<file path="src/rtl/multicycle_controller.sv">
// Main control FSM for the multicycle RV32I core: state sequencing, ImmSrc and ALUControl decode.
// Optional feature: define MC_CTRL_ILLEGAL_TRAP_EN to trap unknown opcodes in an absorbing ILLEGAL state.
module multicycle_controller (
  input  logic       clk,
  input  logic       reset_n,
  input  logic [6:0] op,
  input  logic [2:0] funct3,
  input  logic       funct7b5,
  input  logic       Zero,
  input  logic       MemReady,
  output logic       PCWrite,
  output logic       AdrSrc,
  output logic       MemWrite,
  output logic       IRWrite,
  output logic       RegWrite,
  output logic [1:0] ResultSrc,
  output logic [1:0] ALUSrcA,
  output logic [1:0] ALUSrcB,
  output logic [1:0] ImmSrc,
  output logic [2:0] ALUControl,
  output logic       Illegal,
  output logic [3:0] State
);

  typedef enum logic [3:0] {
    S_FETCH    = 4'd0,
    S_DECODE   = 4'd1,
    S_MEMADR   = 4'd2,
    S_MEMREAD  = 4'd3,
    S_MEMWB    = 4'd4,
    S_MEMWRITE = 4'd5,
    S_EXECUTER = 4'd6,
    S_ALUWB    = 4'd7,
    S_EXECUTEI = 4'd8,
    S_JAL      = 4'd9,
    S_BEQ      = 4'd10,
    S_ILLEGAL  = 4'd11
  } state_t;

  localparam logic [6:0] OP_LOAD  = 7'b0000011;
  localparam logic [6:0] OP_STORE = 7'b0100011;
  localparam logic [6:0] OP_RTYPE = 7'b0110011;
  localparam logic [6:0] OP_ITYPE = 7'b0010011;
  localparam logic [6:0] OP_JAL   = 7'b1101111;
  localparam logic [6:0] OP_BEQ   = 7'b1100011;

  state_t r_state;

`ifdef MC_CTRL_ILLEGAL_TRAP_EN
  logic r_illegal;
`endif

  always_ff @(posedge clk) begin
    if (!reset_n) begin
      r_state <= S_FETCH;
`ifdef MC_CTRL_ILLEGAL_TRAP_EN
      r_illegal <= 1'b0;
`endif
    end else begin
      case (r_state)
        S_FETCH:    if (MemReady) r_state <= S_DECODE;
        S_DECODE: begin
          case (op)
            OP_LOAD, OP_STORE: r_state <= S_MEMADR;
            OP_RTYPE:          r_state <= S_EXECUTER;
            OP_ITYPE:          r_state <= S_EXECUTEI;
            OP_JAL:            r_state <= S_JAL;
            OP_BEQ:            r_state <= S_BEQ;
            default: begin
`ifdef MC_CTRL_ILLEGAL_TRAP_EN
              r_state   <= S_ILLEGAL;
              r_illegal <= 1'b1;
`else
              // PC was already advanced in FETCH, so this is a no-op.
              r_state <= S_FETCH;
`endif
            end
          endcase
        end
        S_MEMADR:   r_state <= op[5] ? S_MEMWRITE : S_MEMREAD;
        S_MEMREAD:  if (MemReady) r_state <= S_MEMWB;
        S_MEMWRITE: if (MemReady) r_state <= S_FETCH;
        S_MEMWB:    r_state <= S_FETCH;
        S_EXECUTER: r_state <= S_ALUWB;
        S_EXECUTEI: r_state <= S_ALUWB;
        S_ALUWB:    r_state <= S_FETCH;
        S_JAL:      r_state <= S_FETCH;
        S_BEQ:      r_state <= S_FETCH;
`ifdef MC_CTRL_ILLEGAL_TRAP_EN
        S_ILLEGAL:  r_state <= S_ILLEGAL;
`endif
        default:    r_state <= S_FETCH;
      endcase
    end
  end

  logic       w_pc_update;
  logic       w_branch;
  logic       w_adr_src;
  logic       w_mem_write;
  logic       w_ir_write;
  logic       w_reg_write;
  logic [1:0] w_result_src;
  logic [1:0] w_alu_src_a;
  logic [1:0] w_alu_src_b;
  logic [1:0] w_alu_op;
  logic [1:0] w_imm_src;
  logic [2:0] w_alu_control;

  // Moore outputs; only IRWrite/PCUpdate in FETCH look at MemReady.
  always_comb begin
    w_pc_update  = 1'b0;
    w_branch     = 1'b0;
    w_adr_src    = 1'b0;
    w_mem_write  = 1'b0;
    w_ir_write   = 1'b0;
    w_reg_write  = 1'b0;
    w_result_src = 2'b00;
    w_alu_src_a  = 2'b00;
    w_alu_src_b  = 2'b00;
    w_alu_op     = 2'b00;
    case (r_state)
      S_FETCH: begin
        w_alu_src_b  = 2'b10;
        w_result_src = 2'b10;
        w_ir_write   = MemReady;
        w_pc_update  = MemReady;
      end
      S_DECODE: begin
        w_alu_src_a = 2'b01;
        w_alu_src_b = 2'b01;
      end
      S_MEMADR: begin
        w_alu_src_a = 2'b10;
        w_alu_src_b = 2'b01;
      end
      S_MEMREAD:  w_adr_src = 1'b1;
      S_MEMWRITE: begin
        w_adr_src   = 1'b1;
        w_mem_write = 1'b1;
      end
      S_MEMWB: begin
        w_result_src = 2'b01;
        w_reg_write  = 1'b1;
      end
      S_EXECUTER: begin
        w_alu_src_a = 2'b10;
        w_alu_op    = 2'b10;
      end
      S_EXECUTEI: begin
        w_alu_src_a = 2'b10;
        w_alu_src_b = 2'b01;
        w_alu_op    = 2'b10;
      end
      S_ALUWB:    w_reg_write = 1'b1;
      S_JAL: begin
        w_alu_src_a = 2'b01;
        w_alu_src_b = 2'b10;
        w_pc_update = 1'b1;
      end
      S_BEQ: begin
        w_alu_src_a = 2'b10;
        w_alu_op    = 2'b01;
        w_branch    = 1'b1;
      end
      default: ;
    endcase
  end

  always_comb begin
    case (op)
      OP_STORE: w_imm_src = 2'b01;
      OP_BEQ:   w_imm_src = 2'b10;
      OP_JAL:   w_imm_src = 2'b11;
      default:  w_imm_src = 2'b00;
    endcase
  end

  // Only R-type (op[5]=1) can request a subtract through funct7b5.
  always_comb begin
    case (w_alu_op)
      2'b00:   w_alu_control = 3'b000;
      2'b01:   w_alu_control = 3'b001;
      2'b10: begin
        case (funct3)
          3'b000:  w_alu_control = (op[5] & funct7b5) ? 3'b001 : 3'b000;
          3'b010:  w_alu_control = 3'b101;
          3'b110:  w_alu_control = 3'b011;
          3'b111:  w_alu_control = 3'b010;
          default: w_alu_control = 3'b000;
        endcase
      end
      default: w_alu_control = 3'b000;
    endcase
  end

  // Reset forces every enable and select low immediately, not just after the edge.
  assign PCWrite    = reset_n & (w_pc_update | (w_branch & Zero));
  assign AdrSrc     = reset_n & w_adr_src;
  assign MemWrite   = reset_n & w_mem_write;
  assign IRWrite    = reset_n & w_ir_write;
  assign RegWrite   = reset_n & w_reg_write;
  assign ResultSrc  = reset_n ? w_result_src  : 2'b00;
  assign ALUSrcA    = reset_n ? w_alu_src_a   : 2'b00;
  assign ALUSrcB    = reset_n ? w_alu_src_b   : 2'b00;
  assign ImmSrc     = reset_n ? w_imm_src     : 2'b00;
  assign ALUControl = reset_n ? w_alu_control : 3'b000;
  assign State      = r_state;

`ifdef MC_CTRL_ILLEGAL_TRAP_EN
  assign Illegal = r_illegal;
`else
  assign Illegal = 1'b0;
`endif

endmodule

</file>
<file path="config.mk">
export PLATFORM = sky130hd
export DESIGN_NAME = multicycle_controller
export DESIGN_NICKNAME = d
export VERILOG_FILES = /design/src/rtl/multicycle_controller.sv
export SDC_FILE = /design/constraint.sdc
export NUM_CORES = 1
export LEC_CHECK = 0
export BUFFER_PORTS_ARGS = -buffer_cell sky130_fd_sc_hd__buf_2
export CORE_MARGIN = 3
export CORE_UTILIZATION = 43
export DETAILED_ROUTE_END_ITERATION = 8
export GPL_TIMING_DRIVEN = 0
export HOLD_SLACK_MARGIN = 0.05
export MAX_ROUTING_LAYER = met4
export PLACE_DENSITY_LB_ADDON = 0.3
export SYNTH_ARGS = -nofsm -noshare
export SYNTH_HDL_FRONTEND = slang
export SYNTH_SLANG_ARGS = --single-unit
</file>
<file path="constraint.sdc">
create_clock -name clk -period 1.9 [get_ports clk]
set_input_delay 0.095 -clock clk [delete_from_list [all_inputs] [get_ports clk]]
set_output_delay 0.095 -clock clk [all_outputs]
set_load 0.02 [all_outputs]
</file>
==> results.json <==
{
  "largest_reg_flops": 4,
  "finalClockSkew_ps": 0.220,
  "io_pins": 36,
  "grt_pass1_wl_mm": 2.97,
  "globalplace.congestion": 0.869,
  "p_leak_uw": 0.000471,
  "die_h_um": 45.1,
  "grt_max_degree": 20,
  "syn_area_per_cell_um2": 7.15,
  "synthTopCellsByCount": "nor2_1 (12), a21oi_1 (6), nor3b_1 (5)",
  "hold_path.class": "input port to flip-flop",
  "met3_usage_pct": 2.79,
  "fmax_mhz": 542,
  "async_flop_share_pct": 0,
  "cp_slowest_stage_delay_ps": 320,
  "clk_latency_ps": 240,
  "timing.final.crit_share_pct": 97.1,
  "synth_edf_count": 0,
  "path_class": "flip-flop to output pin",
  "yosysWarnings": 0,
  "numCtsBuffers": 3,
  "finalSetupViolCount": 0,
  "multi_input_area_um2": 572,
  "hold_viol_final": 0,
  "ys.flop_type": "dfxtp_1",
  "arrival_ps": 1750,
  "met2_usage_pct": 33.3,
  "cap_viol_max_count": 0,
  "ant_nets": 0,
  "die_area_mm2": 0.00204,
  "drcViolationCount": 0,
  "clockBufferDepth": 2,
  "htree_levels": 1,
  "num-fill-cells": 103,
  "cp-start-kind": "flip-flop",
  "ys_ff_latch": 4,
  "grt_pass1_vias": 718,
  "cp_data_required_time_ps": 1800,
  "port_buffers": 33,
  "grtUsageTotal_pct": 19.6,
  "grt_use_met1_pct": 22.4,
  "synth_seq_area_share_pct": 12.2,
  "clk_pin_slew_worst_paths_ps": 40,
  "fin_util_pct": 74.8,
  "status": "completed",
  "synthesis.instances": 92,
  "ff_latch_area_um2": 92.6,
  "vias_per_cell": 5.85,
  "vias": 884,
  "final_nets": 155,
  "yosysMostFrequentCell": "nor2_1",
  "irDropWorstVdd_v": 0.000264,
  "layout-drive-gt1-share_pct": 50.7,
  "die_x_um": 45.1,
  "syn_area_um2": 658,
  "crit_path_end_kind": "output pin",
  "rsz0062_at_grt": "true",
  "drt_iter0_drc": 24,
  "drt_first_pass_iters": 4,
  "root_buffer": "clkbuf_4",
  "cts_tree": "yes",
  "antenna_found_initial": 0,
  "syn_to_final_growth_pct": 55.3,
  "drv_slew": 0,
  "initial_core_util_pct": 48.2,
  "clock_sinks": 4,
  "busiest_layer": "met2",
  "synth_fp_nets": 109,
  "cp_num_cells": 8,
  "core_mm2": 0.00137,
  "yosysTopAreaCell": "dfxtp_1",
  "whs_path_depth": 2,
  "critPathSlowestCell": "dfxtp_2",
  "synth_top_cell_area_share_pct": 12.2,
  "synthTopCellsByArea": "dfxtp_1 (12%), nor2_1 (6.8%), nor3b_1 (5.7%), a21oi_1 (4.6%), a2111oi_4 (4.2%)",
  "min_period_ps": 1850,
  "cp_max_fo": 9,
  "r2r_cells": 6,
  "wl_mm": 2.16,
  "powerDensity_mw_per_mm2": 308,
  "wl_per_cell_um": 14.3,
  "num_antenna_cells": 0,
  "synth_cell_types": 44,
  "hold_slack_ps": 194,
  "path_cells": "buf_8 > nand3b_1 > a21oi_2 > inv_1 > ha_2 > o21bai_1 > nor3b_2 > buf_4",
  "path_buf_inv": 3,
  "path_delay_family": "buffers and inverters",
  "rows": 13,
  "grt_overflow": 0,
  "hpwlAfterDp_mm": 1.41
}
[cell families after synthesis]
logic type | share of synthesized area [%]
simple gates | 45.4
xor+xnor | 5.32
other cells | 0.570
fa+ha+maj | 3.80
flops | 12.2
compound gates | 23.4
buf+inv | 9.31
[through the flow]
step           cell area [µm²]  setup TNS (ps)  std cells  power [µW]  setup WS, ps
2_1_floorplan              677            -106         92         162          -106
3_3_place_gp               861           -48.5        140         201         -41.9
3_5_place_dp               861            -160        140         203          -117
4_1_cts                    925               0        141         311          1.35
5_1_grt                   1020           -7.25        151         330         -7.25
6_report                  1020               0        151         315          54.7
[cell type report]
cell class / count / share of cell area (%)
Buffer: 5 / 5.63
Clock buffer: 3 / 2.20
Inverter: 5 / 1.84
Multi-Input combinational cell: 76 / 55.9
Sequential cell: 4 / 9.06
Tap cell: 15 / 1.84
Timing Repair Buffer: 43 / 23.5
[per-layer routing]
layer,vias to the layer above,routed length [µm]
met5,-,0
met4,0,23
met3,3,170
met2,40,1100
met1,408,866
li1,433,-
[worst paths after layout]
| check | to | slack, ps | start |
|---|---|---|---|
| setup / recovery | ALUControl[0] | 50 | State[3] |
| hold / removal | State[1] | 190 | reset_n |
| setup reg to reg | State[2] | 240 | State[3] |
| hold reg to reg | State[3] | 650 | State[2] |
[power breakdown]
group          internal (µW)  switching [µW]
combinational           46.3            62.2
sequential              84.1            11.7
clock                   70.9            39.3
[cell usage in the layout, fill, tap and decap left out, types with 2 or more instances in the layout]
master,count
nand2b_4,2
nor4_1,2
nand3_1,2
buf_2,32
o21ai_0,3
nor3_1,3
a211oi_1,2
buf_4,11
nor3b_1,4
clkbuf_2,2
xnor2_1,3
nand3b_1,3
inv_1,4
a21oi_1,5
o21bai_1,2
nor2_1,11
dfxtp_4,3
nand2_1,4
clkbuf_4,3
buf_8,3
[timing repair]
item | CTS | global route
resized for setup | 15 | 8
buffers inserted | 0 | 10
hold buffers | 0 | 0
pin swaps | 1 | 5
endpoints found under the setup margin | 3 | 2
(Power assumes the default switching activity.)
